$ cat src/rtl/xof_rej_sampler.sv
// xof_rej_sampler: Kyber uniform rejection sampler on SHAKE128 squeeze blocks.
// Emits 256 coefficients in [0, KYBER_Q). It requests a new 168-byte block
// each time the current one runs out before the polynomial is complete.
// Optional build macro REJ_SAMPLER_STATS_EN adds a saturating reject counter
// output (oRejects).
//
// state    | meaning
// ---------+-----------------------------------------------------------
// IDLE     | waiting for start
// REQ      | one-cycle block_req pulse to the squeeze producer
// WAIT_BLK | block buffer empty, iBlock_ready high
// PARSE_D1 | first candidate of the current 3-byte group
// PARSE_D2 | second candidate of the group, then advance the byte pointer
// DONE     | one-cycle done pulse after coefficient 255
module xof_rej_sampler #(
  parameter int KYBER_N     = 256,
  parameter int KYBER_Q     = 3329,
  parameter int Block_Bytes = 168,
  parameter int Block_Size  = Block_Bytes * 8,
  parameter int Coeff_Width = 12
) (
  input  logic                   clk,
  input  logic                   reset_n,
  input  logic                   start,
  input  logic [Block_Size-1:0]  iBlock,
  input  logic                   iBlock_valid,
  output logic                   iBlock_ready,
  output logic                   block_req,
  output logic [Coeff_Width-1:0] oCoeff,
  output logic [7:0]             oIndex,
  output logic                   oCoeff_valid,
  input  logic                   oCoeff_ready,
`ifdef REJ_SAMPLER_STATS_EN
  output logic [9:0]             oRejects,
`endif
  output logic                   busy,
  output logic                   done
);

  typedef enum logic [2:0] {
    IDLE, REQ, WAIT_BLK, PARSE_D1, PARSE_D2, DONE
  } state_t;

  state_t                state;
  logic [Block_Size-1:0] blk;
  logic [7:0]            ptr;
  logic [7:0]            count;
  logic [10:0]           grp_lsb;
  logic [23:0]           grp;
  logic [11:0]           d1, d2;
  logic                  d1_ok, d2_ok;
  logic                  last_grp;
  logic                  last_coeff;

  // Byte 0 sits in the MSBs, so group ptr occupies bits down from 8*ptr
  // below the top. grp_lsb stays in range because ptr never passes 165.
  assign grp_lsb    = 11'(Block_Size - 24) - {ptr, 3'b000};
  assign grp        = blk[grp_lsb +: 24];
  assign d1         = {grp[11:8], grp[23:16]};
  assign d2         = {grp[7:0], grp[15:12]};
  assign d1_ok      = d1 < 12'(KYBER_Q);
  assign d2_ok      = d2 < 12'(KYBER_Q);
  assign last_grp   = (ptr + 8'd3) == 8'(Block_Bytes);
  assign last_coeff = count == 8'(KYBER_N - 1);

  // Outputs are pure decodes of registered state so they hold steady under backpressure.
  always_comb begin
    busy         = state != IDLE;
    block_req    = state == REQ;
    iBlock_ready = state == WAIT_BLK;
    done         = state == DONE;
    oIndex       = count;
    oCoeff_valid = ((state == PARSE_D1) && d1_ok) || ((state == PARSE_D2) && d2_ok);
    oCoeff       = '0;
    if (oCoeff_valid) oCoeff = (state == PARSE_D2) ? d2 : d1;
  end

  // Sequencer: block fetch, candidate walk and coefficient handshakes.
  always_ff @(posedge clk or negedge reset_n) begin
    if (!reset_n) begin
      state <= IDLE;
      blk   <= '0;
      ptr   <= '0;
      count <= '0;
    end else begin
      case (state)
        IDLE: if (start) begin
          count <= '0;
          ptr   <= '0;
          state <= REQ;
        end
        REQ: state <= WAIT_BLK;
        WAIT_BLK: if (iBlock_valid) begin
          blk   <= iBlock;
          ptr   <= '0;
          state <= PARSE_D1;
        end
        PARSE_D1: begin
          if (!d1_ok) state <= PARSE_D2;
          else if (oCoeff_ready) begin
            count <= count + 8'd1;
            state <= last_coeff ? DONE : PARSE_D2;
          end
        end
        PARSE_D2: begin
          if (d2_ok && oCoeff_ready) count <= count + 8'd1;
          if (d2_ok && oCoeff_ready && last_coeff) state <= DONE;
          else if (!d2_ok || oCoeff_ready) begin
            // A spent block restarts at byte 0 of the next one; no leftovers are kept.
            ptr   <= last_grp ? 8'd0 : ptr + 8'd3;
            state <= last_grp ? REQ : PARSE_D1;
          end
        end
        DONE:    state <= IDLE;
        default: state <= IDLE;
      endcase
    end
  end

`ifdef REJ_SAMPLER_STATS_EN
  logic rej_now;
  assign rej_now = ((state == PARSE_D1) && !d1_ok) || ((state == PARSE_D2) && !d2_ok);

  // Saturating count of rejected candidates, held after done until the next start.
  always_ff @(posedge clk or negedge reset_n) begin
    if (!reset_n) oRejects <= '0;
    else if ((state == IDLE) && start) oRejects <= '0;
    else if (rej_now && (oRejects != 10'd1023)) oRejects <= oRejects + 10'd1;
  end
`endif

endmodule

$ cat config.mk
export PLATFORM = sky130hd
export DESIGN_NAME = xof_rej_sampler
export DESIGN_NICKNAME = d
export VERILOG_FILES = /design/src/rtl/xof_rej_sampler.sv
export SDC_FILE = /design/constraint.sdc
export NUM_CORES = 2
export LEC_CHECK = 0
export ABC_AREA = 1
export BUFFER_PORTS_ARGS = -buffer_cell sky130_fd_sc_hd__buf_2
export CAP_MARGIN = 20
export CORE_AREA = 3 3 541 543
export CTS_CLUSTER_DIAMETER = 120
export DETAILED_ROUTE_END_ITERATION = 10
export DIE_AREA = 0 0 544 546
export HOLD_SLACK_MARGIN = 0.02
export SETUP_SLACK_MARGIN = 0.4
export SYNTH_ARGS = -nofsm -noshare
export SYNTH_HDL_FRONTEND = slang
export SYNTH_SLANG_ARGS = --single-unit
$ cat constraint.sdc
create_clock -name clk -period 11.62 [get_ports clk]
set_input_delay 2.324 -clock clk [delete_from_list [all_inputs] [get_ports clk]]
set_output_delay 2.324 -clock clk [all_outputs]
set_load 0.005 [all_outputs]
==> results.toml <==
[logic_synthesis]
yosysWarningCount = 0
synth.net_count = 13267
syn_avg_cell_area_sq_um = 7.197
yosysMostFrequentCell = "nand2_1"
synth_area_sq_um = 85740
syn_inst = 11913
ys.flop_type = "dfrtp_1"
synth_common_cells = "nand2_1, dfrtp_1, nand3_1"
synth_top_area_share = 0.3978
async_flop_share = 1.000
yosysUniqueCellTypes = 51
synth_edf_count = 0
synth_area_leaders = "dfrtp_1, nand2_1, mux2_2, nand3_1, o21ai_0"
synth_area_leader_cell = "dfrtp_1"
ys_seq_elements = 1363
ys_seq_area_frac = 0.3978

[clock_tree]
post-cts-setup-buffers = 0
cts.sinks = 1363
clk_latency_ps = 860
clockBufferDepth = 4
cts.htree.levels = 4
cts-root-buf = "clkbuf_16"
cts_tree = "yes"
cts_resized = 0
hold_buffers = 0
numCtsBuffers = 175
clk_pin_slew_ps = 60

[layout]
area_growth_syn_to_layout_pct = 17.27
fin_nets = 14023
drive_gt1_frac = 0.1986

[drt]
dr_total_vias = 89583
first_pass_iters = 7
antenna_left = 0
drt-initial-drc-count = 11062
wl_per_cell_um = 28.45
drc = 0
detail_route.vias_per_cell = 5.348
drt_wl_total_mm = 476.5

[setup_path]
crit_path_max_incr_delay_ps = 810
worstRegToRegCells = 21
cpMaxStageDelayCell = "ha_4"
cp.arrival_ps = 7720
cp_cell_sequence = "inv_8 > ha_4 > inv_8 > nor2_4 > buf_4 > buf_12 > nand3_1 > nand2_1 > a21oi_1 > nand3_1 > nand3_1 > o21ai_0 > nor2_1 > nor2_2 > nand2_1 > nor2_2 > nand3_1 > nand3_1 > nand2_2 > inv_2 > a21oi_1 > buf_2"
critPathKind = "flip-flop to output port"
cp_max_fo = 116
crit_top_cell = "nand3_1"
worstSetupStartpointType = "flip-flop"
required_ps = 9300
crit_path_end_kind = "output port"

[sta]
layout_setup_ws_ps = 1575
drv_slew = 0
slew_headroom = 0.2598
fmax_mhz = 99.55
fin_crit_sh = 0.8645
fin_crit_ps = 10050
fin_skew_ps = 48.64
setup_violations = 0
worst_pin_slew_ps = 1099
fin_setup_tns_ps = 0
hold_viol = 0
rsz0062_at_grt = "no"

[pwr]
power_density_nw_per_um2 = 310.6
irDropWorstVdd_v = 0.0002464
total_leakage_power_uw = 0.04551

[global_routing]
antenna_found_initial = 314
grt_usage = 0.3072
grt_start_max_net_pins = 246
gr-total-overflow = 0
grt_pass1_wl_mm = 650.8
first_global_vias = 82728

[placement]
hpwl_mm = 363.2
place_congestion = 1.015
portBuffers = 1373
pre_cts_ws_ps = 2516

[floorplanning]
ios = 1374
initial_utilization = 0.2976
fp.dieArea_sq_um = 297000
fp.dieW_um = 544
coreArea_sq_um = 288100
die_h_um = 546
num_rows = 197

[job]
max-cap-violations = 0

[hold_path]
hold_path.class = "flip-flop to flip-flop"
min_path_cells = 2

[status]
status = "completed"
-- worst max-delay path: cells and delay by family, from the launching register on --
family,cells,cell delay (ps)
buf+inv,6,2230
simple gates,12,1710
compound gates,3,1030
fa+ha+maj,1,810
flops,1,780
-- routing by layer --
metal,up-vias,wire length (um),track usage
met5,-,976,0
met4,146,29340,0.1786
met3,1077,46230,0.08119
met2,4825,212300,0.4708
met1,42677,187700,0.3882
li1,40858,-,-
-- sequential cells by signal, summed over array words and instances (netlist names) --
name / cells
blk: 1344
state: 3
oIndex: 8
ptr: 8
-- path summary, 6_finish.rpt --
| kind | start | end | slack, ps |
|---|---|---|---|
| max | ptr[1]$_DFFE_PN0P_ | oCoeff[0] | 1570 |
| min | oIndex[3]$_DFFE_PN0P_ | oIndex[3]$_DFFE_PN0P_ | 510 |
| max reg2reg | ptr[1]$_DFFE_PN0P_ | oIndex[1]$_DFFE_PN0P_ | 5080 |
| min reg2reg | oIndex[3]$_DFFE_PN0P_ | oIndex[3]$_DFFE_PN0P_ | 510 |
| max in group asynchronous | reset_n | blk[223]$_DFFE_PN0P_ | 7790 |
| min in group asynchronous | reset_n | blk[1252]$_DFFE_PN0P_ | 1520 |
-- through the flow --
| step | hold slack (ps) | std cells | area (sq um) | util | power (uW) |
|---|---|---|---|---|---|
| floorplan | 481.1 | 11913 | 85740 | - | 18710 |
| global placement | 488.9 | 16272 | 93970 | 0.3261 | 24930 |
| detailed placement | 488.4 | 16273 | 94000 | 0.3262 | 25010 |
| CTS | 503.1 | 16585 | 100100 | 0.3475 | 31090 |
| global route | 534.0 | 16687 | 100400 | 0.3484 | 33170 |
| finish | 507.1 | 16750 | 100500 | 0.3489 | 31230 |
-- cell type report --
| class | instances | area [sq um] |
|---|---|---|
| fill | 31218 | 187600 |
| multi-input combinational | 8888 | 44130 |
| sequential | 1363 | 34120 |
| timing repair buffer | 1486 | 8155 |
| clock buffer | 231 | 5004 |
| tap | 3781 | 4731 |
| inverter | 755 | 2872 |
| clock inverter | 81 | 1127 |
| antenna | 165 | 412.9 |
-- cell families after synthesis --
family | Yosys count | synth area share
xor+xnor | 9 | 0.001007
buf+inv | 1662 | 0.08868
mux | 654 | 0.08589
simple gates | 5876 | 0.2815
fa+ha+maj | 5 | 0.0007297
flops | 1363 | 0.3978
compound gates | 2344 | 0.1444
-- power by group --
group	switching, uW	internal, uW	leakage, uW	total, uW
combinational	11000	4930	0.0260	16000
clock	2440	3550	0.00299	5990
sequential	2150	7120	0.0165	9270
total	15600	15600	0.0455	31200
-- cells in the final DEF, fill, tap and decap left out, types with 8 or more instances in the layout --
master      Yosys  layout
nor2_1        506     505
o21ai_1       324     326
inv_1         740     739
diode_2         0     165
clkbuf_8        0      35
clkinv_2        0      23
clkinvlp_4      0      14
nand4_1        18      18
and2_1         34      34
or2_2          48      48
buf_2         422    1372
or2_0          10      10
nand2_1      3920    3919
dfrtp_1      1363    1361
mux2_2        654     654
inv_2          13      10
a21oi_1       547     547
nand3b_1       11      11
clkbuf_16       0     178
o21ai_0      1231    1229
clkbuf_1      302      18
buf_12          1      33
buf_4          79      80
o211ai_1      203     203
bufinv_16       0      23
a21oi_2        10      10
inv_6           0      12
nand2_2        10       8
nand3_1      1285    1285
Power figures use the tool's default switching activity.
